<file path="src/rtl/qdec_pkg.sv">
// Shared constants and the phase-pair decode function for the quadrature decoder.
package qdec_pkg;

  // Quadrature phase encodings as {A,B}
  localparam logic [1:0] PH_00 = 2'b00;
  localparam logic [1:0] PH_01 = 2'b01;
  localparam logic [1:0] PH_11 = 2'b11;
  localparam logic [1:0] PH_10 = 2'b10;

  // Direction encodings for UpOrDown
  localparam logic DIR_UP   = 1'b1;
  localparam logic DIR_DOWN = 1'b0;

  // Result of classifying one {prev,ph} pair
  typedef struct packed {
    logic valid;    // a single-bit, legal phase step
    logic dir;      // DIR_UP or DIR_DOWN, meaningful only when valid
    logic illegal;  // both phases changed at once
  } qdec_step_t;

  // Classify a transition from prev to ph; equal phases give all-zero
  function automatic qdec_step_t qdec_step(input logic [1:0] prev, input logic [1:0] ph);
    qdec_step_t r;
    r = '0;
    case ({prev, ph})
      {PH_00, PH_01}, {PH_01, PH_11}, {PH_11, PH_10}, {PH_10, PH_00}: begin
        r.valid = 1'b1;
        r.dir   = DIR_UP;
      end
      {PH_00, PH_10}, {PH_10, PH_11}, {PH_11, PH_01}, {PH_01, PH_00}: begin
        r.valid = 1'b1;
        r.dir   = DIR_DOWN;
      end
      {PH_00, PH_11}, {PH_11, PH_00}, {PH_01, PH_10}, {PH_10, PH_01}: begin
        r.illegal = 1'b1;
      end
      default: r = '0;
    endcase
    return r;
  endfunction

endpackage

</file>
<file path="src/rtl/quad_sync.sv">
// Multi-flop synchronizer for the asynchronous A/B phase inputs.
// SYNC_STAGES must be 2 or 3.
module quad_sync #(
  parameter int SYNC_STAGES = 2
) (
  input  logic       clk,
  input  logic       reset,
  input  logic       a,
  input  logic       b,
  output logic [1:0] ph
);

  logic [SYNC_STAGES-1:0] a_sync_q, a_sync_d;
  logic [SYNC_STAGES-1:0] b_sync_q, b_sync_d;

  // Shift each raw phase one stage deeper into its chain
  always_comb begin
    a_sync_d = {a_sync_q[SYNC_STAGES-2:0], a};
    b_sync_d = {b_sync_q[SYNC_STAGES-2:0], b};
  end

  // Chain registers, cleared by the synchronous active-low reset
  always_ff @(posedge clk) begin
    if (!reset) begin
      a_sync_q <= '0;
      b_sync_q <= '0;
    end else begin
      a_sync_q <= a_sync_d;
      b_sync_q <= b_sync_d;
    end
  end

  assign ph = {a_sync_q[SYNC_STAGES-1], b_sync_q[SYNC_STAGES-1]};

endmodule

</file>
<file path="src/rtl/quadrature_decoder.sv">
// x4 quadrature decoder: synchronizes A/B, classifies each phase change and
// keeps a wrapping position count, last direction, step pulse and sticky error.
module quadrature_decoder
  import qdec_pkg::*;
#(
  parameter int WIDTH       = 4,
  parameter int SYNC_STAGES = 2
) (
  input  logic             Clk,
  input  logic             reset,
  input  logic             A,
  input  logic             B,
  input  logic             Clear,
  output logic [WIDTH-1:0] Count,
  output logic             UpOrDown,
  output logic             Step,
  output logic             Err
);

  // The arm window spans the synchronizer fill plus one cycle for prev to
  // pick up the first live phase, so the reset value 00 is never decoded.
  localparam int              ARM_W    = $clog2(SYNC_STAGES + 2);
  localparam logic [ARM_W-1:0] ARM_DONE = ARM_W'(SYNC_STAGES + 1);

  logic [1:0]       ph;
  logic [1:0]       prev_q, prev_d;
  logic [ARM_W-1:0] arm_cnt_q, arm_cnt_d;
  logic [WIDTH-1:0] count_q, count_d;
  logic             dir_q, dir_d;
  logic             step_q, step_d;
  logic             err_q, err_d;
  logic             armed;
  qdec_step_t       step_info;

  quad_sync #(
    .SYNC_STAGES(SYNC_STAGES)
  ) u_sync (
    .clk  (Clk),
    .reset(reset),
    .a    (A),
    .b    (B),
    .ph   (ph)
  );

  assign armed = (arm_cnt_q == ARM_DONE);

  // Next-state: Clear beats decode; decode only acts once armed
  always_comb begin
    step_info = qdec_step(prev_q, ph);
    prev_d    = ph;
    arm_cnt_d = armed ? arm_cnt_q : arm_cnt_q + 1'b1;
    count_d   = count_q;
    dir_d     = dir_q;
    step_d    = 1'b0;
    err_d     = err_q;
    if (Clear) begin
      count_d = '0;
      err_d   = 1'b0;
    end else if (armed) begin
      if (step_info.valid) begin
        count_d = (step_info.dir == DIR_UP) ? count_q + WIDTH'(1) : count_q - WIDTH'(1);
        dir_d   = step_info.dir;
        step_d  = 1'b1;
      end
      if (step_info.illegal) begin
        err_d = 1'b1;
      end
    end
  end

  // State and output registers with synchronous active-low reset
  always_ff @(posedge Clk) begin
    if (!reset) begin
      prev_q    <= PH_00;
      arm_cnt_q <= '0;
      count_q   <= '0;
      dir_q     <= DIR_DOWN;
      step_q    <= 1'b0;
      err_q     <= 1'b0;
    end else begin
      prev_q    <= prev_d;
      arm_cnt_q <= arm_cnt_d;
      count_q   <= count_d;
      dir_q     <= dir_d;
      step_q    <= step_d;
      err_q     <= err_d;
    end
  end

  assign Count    = count_q;
  assign UpOrDown = dir_q;
  assign Step     = step_q;
  assign Err      = err_q;

endmodule

</file>
<file path="config.mk">
export PLATFORM = sky130hd
export DESIGN_NAME = quadrature_decoder
export DESIGN_NICKNAME = d
export VERILOG_FILES = /design/src/rtl/qdec_pkg.sv /design/src/rtl/quad_sync.sv /design/src/rtl/quadrature_decoder.sv
export SDC_FILE = /design/constraint.sdc
export NUM_CORES = 1
export LEC_CHECK = 0
export CAP_MARGIN = 15
export CORE_MARGIN = 3
export CORE_UTILIZATION = 44
export CTS_CLUSTER_DIAMETER = 30
export CTS_CLUSTER_SIZE = 14
export DETAILED_ROUTE_END_ITERATION = 12
export HOLD_SLACK_MARGIN = 0.15
export PLACE_DENSITY = 0.71
export SLEW_MARGIN = 25
export SYNTH_ARGS = -nofsm -noshare
export SYNTH_HDL_FRONTEND = slang
export SYNTH_SLANG_ARGS = --single-unit
export TNS_END_PERCENT = 1
</file>
<file path="constraint.sdc">
create_clock -name Clk -period 1.5 [get_ports Clk]
set_input_delay 0.3 -clock Clk [delete_from_list [all_inputs] [get_ports Clk]]
set_output_delay 0.3 -clock Clk [all_outputs]
set_load 0.05 [all_outputs]
</file>
Word level (Yosys, flattened, before mapping)
Index checks and enable logic that the tools add are counted.
{"block": "word_totals", "ff_bits": 15, "wordCells": 39}
{"block": "op_classes", "add_sub_neg": 3, "n_reduce_logical": 8, "bitwise_logic": 3, "n_mux": 4, "n_eq_ne": 13}
{"cell": "4-bit equality test (second input constant)", "count": 6}
{"cell": "4-bit by 3-bit equality test with 1-bit output (second input constant)", "count": 3}
{"cell": "4-bit OR reduction", "count": 3}
{"cell": "4-bit by 2-bit equality test with 1-bit output (second input constant)", "count": 2}
{"cell": "4-bit by 1-bit adder with 4-bit output (second input constant)", "count": 1}
{"cell": "4-bit by 1-bit equality test with 1-bit output (second input constant)", "count": 1}
{"cell": "4-bit two-way mux", "count": 1}
{"cell": "2-bit one-hot mux with 2 select lines", "count": 1}
{"cell": "2-bit AND reduction", "count": 2}
{"cell": "4-bit by 1-bit subtractor with 4-bit output (second input constant)", "count": 1}
{"cell": "1-bit NOT", "count": 3}
{"cell": "3-bit AND reduction", "count": 1}
{"cell": "3-bit OR reduction", "count": 1}
{"cell": "2-bit by 1-bit adder with 2-bit output (second input constant)", "count": 1}
{"cell": "2-bit equality test (second input constant)", "count": 1}
{"cell": "1-bit two-way mux", "count": 2}
{"cell": "2-bit OR reduction", "count": 1}

Longest topological paths before layout
{"block": "logic_depth", "depth_word": 4, "depth_mapped": 8}

Modules after synthesis
Synthesis repeated with hierarchy kept, for this count alone.
{"block": "hier_totals", "hier_cells": 70, "hier_area_um2": 689.4}
{"mod": "quadrature_decoder", "instances": 1, "area_per_inst_um2": 569.3, "cells_per_inst": 60}
{"mod": "quad_sync", "instances": 1, "area_per_inst_um2": 120.1, "cells_per_inst": 10}

Least setup slack after synthesis
No wires, ideal clock.
{"block": "synth_path", "path_type": "register to register", "startpoint": "register count_q[1], in the netlist Count[1]", "endpoint": "register count_q[2], in the netlist Count[2]", "stages_incl_launch_ff": 7, "synth_period_minus_slack_ns": 1.708, "path_buffers": 0, "setup_time_ns": 0.072, "arrival_ns": 1.636, "setup_slack_ns": -0.208, "cell_sequence": "dfxtp_1 > xnor2_1 > ha_1 > nor2_1 > o21ai_0 > a211oi_1 > mux2i_1"}
{"block": "synth_between", "elab_chain_cells": 2, "elab_cells_between_ends": 3, "classes_between": "add/sub: 2; mux: 1"}
{"element": "start, declared", "line": "quadrature_decoder.sv:28", "source": "logic [WIDTH-1:0] count_q, count_d;"}
{"element": "start signal, assigned", "line": "quadrature_decoder.sv:83", "source": "count_q <= count_d;"}
{"element": "4-bit by 1-bit subtractor with 4-bit output or 4-bit by 1-bit adder with 4-bit output (tied branches)", "line": "quadrature_decoder.sv:61", "source": "count_d = (step_info.dir == DIR_UP) ? count_q + WIDTH'(1) : count_q - WIDTH'(1);"}
{"element": "4-bit two-way mux (*)", "line": "quadrature_decoder.sv:61"}
Mark *: on every way between the ends. The rest lies on a longest branch, timed or not.
A chain may end at the register's enable or synchronous reset.

Worst setup path in the final report
{"block": "layout_path", "startpoint": "register u_sync.a_sync_q[1]", "endpoint": "register count_q[2], in the netlist Count[2]"}
{"block": "layout_between", "elab_chain_cells": 4, "elab_cells_between_ends": 13, "classes_between": "eq/ne: 8; mux: 2; reduce/logical: 3"}
{"element": "start, declared", "line": "quad_sync.sv:13", "source": "logic [SYNC_STAGES-1:0] a_sync_q, a_sync_d;"}
{"element": "start signal, assigned", "line": "quad_sync.sv:28", "source": "a_sync_q <= a_sync_d;"}
{"element": "4-bit by 2-bit equality test with 1-bit output, or another cell as far along", "line": "qdec_pkg.sv:25", "source": "case ({prev, ph})"}
{"element": "4-bit OR reduction", "line": "qdec_pkg.sv:25"}
{"element": "2-bit one-hot mux with 2 select lines (*)", "line": "qdec_pkg.sv:25"}
{"element": "4-bit two-way mux or 2-bit AND reduction (tied branches)"}
Marked as above.

==> results.json <==
{
  "synth_seq_cells": 15,
  "cts_hold_buf": 0,
  "vias": 555,
  "hold_violations": 0,
  "grt_overflow": 0,
  "worst_pin_slew_ns": 0.306,
  "startpoint_type": "register",
  "grt_max_degree": 12,
  "crit_path_end_kind": "register",
  "dieArea_sq_um": 2060,
  "rsz0062_at_grt": "true",
  "cts_root_buf": "clkbuf_4",
  "hold_depth": 1,
  "yosys_warnings": 0,
  "worstRegToRegCells": 7,
  "initial_core_util_pct": 49.3,
  "die_x_microns": 45.4,
  "fmax_ghz": 0.648,
  "antenna_found_initial": 0,
  "synthesis.nets": 77,
  "synth.cell_area_sq_um": 682,
  "synthDistinctLibCells": 22,
  "drt-initial-drc-count": 11,
  "nets": 101,
  "syn2layout_area_growth_pct": 49.9,
  "utilization_pct": 73.9,
  "timing.rr.start": "u_sync.a_sync_q[1]",
  "worstPathArrival_ns": 1.77,
  "cp_num_buf_inv": 0,
  "io_pins": 12,
  "fin_crit_sh_pct": 103,
  "clk_pin_slew_ns": 0.10,
  "grt_pass1_vias": 570,
  "violations": "negative setup slack",
  "drc": 0,
  "hp-start": "u_sync.a_sync_q[0]",
  "holdPathEnd": "u_sync.a_sync_q[1]",
  "slew_headroom_pct": 79.4,
  "power_leakage_nw": 0.395,
  "clkSinkCount": 15,
  "antenna_left": 0,
  "p_per_area_nw_per_um2": 800,
  "ir_drop_v": 0.000592,
  "setup_ws_ns": -0.0438,
  "skew_ns": 0.00958,
  "cap_viol_max_count": 0,
  "insertion_delay_ns": 0.29,
  "coreArea_sq_um": 1380,
  "drtPass1Iterations": 4,
  "clockBufferDepth": 2,
  "fin_crit_ns": 1.54,
  "yosysTopAreaCellShare_pct": 44.0,
  "fin_hold_ws_ns": 0.436,
  "n_antenna_cell": 0,
  "syn_inst": 70,
  "synth_top_area_cell": "dfxtp_1",
  "vias_per_cell": 5.14,
  "cp_max_fo": 2,
  "cp_cell_sequence": "xor2_2 > nor2_2 > xnor2_1 > ha_2 > nand3_2 > a211oi_2 > mux2i_1",
  "post-cts-setup-buffers": 0,
  "htreeDepth": 1,
  "fin_tns_setup_ns": -0.0438,
  "dpl.hpwl_microns": 983,
  "cp.required_ns": 1.73,
  "critPathSlowestCell": "dfxtp_4",
  "place_ws_ns": -0.0939,
  "cts_tree": "done",
  "r2r_setup_slack_ns": -0.04,
  "critPathMaxStageDelay_ns": 0.36,
  "numCtsBuffers": 3,
  "grtUsageTotal_pct": 15.8,
  "wl_per_cell_microns": 11.6,
  "grt_pass1_wl_mm": 2.33,
  "netlist_top_cells_area": "dfxtp_1, xnor2_1, and2_1, mux2i_1, xor2_2",
  "drt_wl_total_mm": 1.26,
  "drv_slew": 0,
  "status": "complete, but fails checks",
  "finalSetupViolations": 1,
  "path_class": "register to register",
  "critical_path.top_delay_family": "flip-flops",
  "worstReg2RegEnd": "Count[2]",
  "port_buffers": 11,
  "hold_path_class": "register to register",
  "power_uw": 818,
  "drive_gt1_share_pct": 38.7,
  "place_congestion": 0.859,
  "rows": 13,
  "yosysSeqAreaShare_pct": 44.0,
  "die_h_microns": 45.4,
  "avgSynthCellArea_sq_um": 9.74
}
## worst reg2reg max path, delay by kind of cell, from the launching register on
kind            cells  cell delay [ns]
mux                 1             0.19
flops               1             0.36
compound gates      1             0.25
simple gates        2             0.18
xor+xnor            2             0.31
fa+ha+maj           1             0.20
## cells by family after synthesis
| family | synth area share [%] |
|---|---|
| fa+ha+maj | 3.67 |
| compound gates | 8.99 |
| flops | 44.0 |
| mux | 5.87 |
| buf+inv | 2.20 |
| xor+xnor | 15.0 |
| simple gates | 20.2 |
## where the power goes
part | switching, mW | internal (mW) | leakage [nW]
clock | 0.132 | 0.0990 | 0.0177
combinational | 0.0741 | 0.0821 | 0.252
sequential | 0.0140 | 0.417 | 0.125
total | 0.220 | 0.598 | 0.395
## through the flow
stage | std cells | instance area [sq um]
after floorplan | 70 | 716
after global placement | 104 | 982
after detailed placement | 104 | 982
after CTS | 108 | 1010
after global routing | 108 | 1020
final | 108 | 1020
## final cells by class
cell class / count / area (sq um)
Sequential cell: 15 / 312
Fill cell: 94 / 360
Inverter: 2 / 7.51
Clock inverter: 1 / 5.00
Multi-Input combinational cell: 51 / 402
Clock buffer: 3 / 22.5
Tap cell: 15 / 18.8
Timing Repair Buffer: 21 / 255
## sequential cells by signal (all words and copies together), names as in the netlist
name	count
Step	1
u_sync.a_sync_q	2
Count	4
UpOrDown	1
prev_q	2
Err	1
u_sync.b_sync_q	2
arm_cnt_q	2
## cells in the mapped netlist
library cell / n
dfxtp_1: 15
ha_1: 2
nor2b_1: 2
nor3_1: 3
nand2b_1: 3
inv_1: 2
a2111oi_2: 1
o211ai_1: 1
clkbuf_1: 2
and2_1: 7
a31oi_1: 1
nor2_1: 3
xor2_2: 2
a21oi_1: 2
mux2i_1: 4
xor2_1: 2
o21ai_0: 3
nand3_1: 3
a211oi_1: 1
nand2_1: 4
xnor2_1: 6
or3_1: 1
## cells in the final DEF (no fill, tap or decap), drive strengths merged, types with 4 or more instances in the layout
cell type	synthesis	routed
xnor2	6	6
mux2i	4	4
buf	0	17
xor2	4	4
nand2	4	4
clkdlybuf4s50	0	4
and2	7	7
dfxtp	15	15
## worst max-delay path by stage
stage               slack (ns)  endpoint  cells past startpoint               start
floorplan                -0.05  Count[2]                      8  u_sync.a_sync_q[1]
detailed placement       -0.09  Count[2]                      8  u_sync.a_sync_q[1]
global placement         -0.05  Count[2]                      8  u_sync.a_sync_q[1]
CTS                      -0.07  Count[2]                      8  u_sync.a_sync_q[1]
finish                   -0.04  Count[2]                      7  u_sync.a_sync_q[1]
global route             -0.16  Count[2]                      7  u_sync.a_sync_q[1]
## what timing repair did
item | in CTS | in global routing
resized for setup | 1 | 2
endpoints found under the setup margin | 2 | 4
cloned | 0 | 0
pin swaps | 1 | 2
## layer usage
layer | global-route usage (%) | vias to the layer above | part of all wire (%)
met5 | 0 | - | 0
met4 | 9.94 | 0 | 0.88
met3 | 3.19 | 2 | 5.5
met2 | 24.0 | 15 | 48
met1 | 20.3 | 261 | 46
li1 | - | 277 | -
Note: power is estimated with default switching activity, not from simulation.
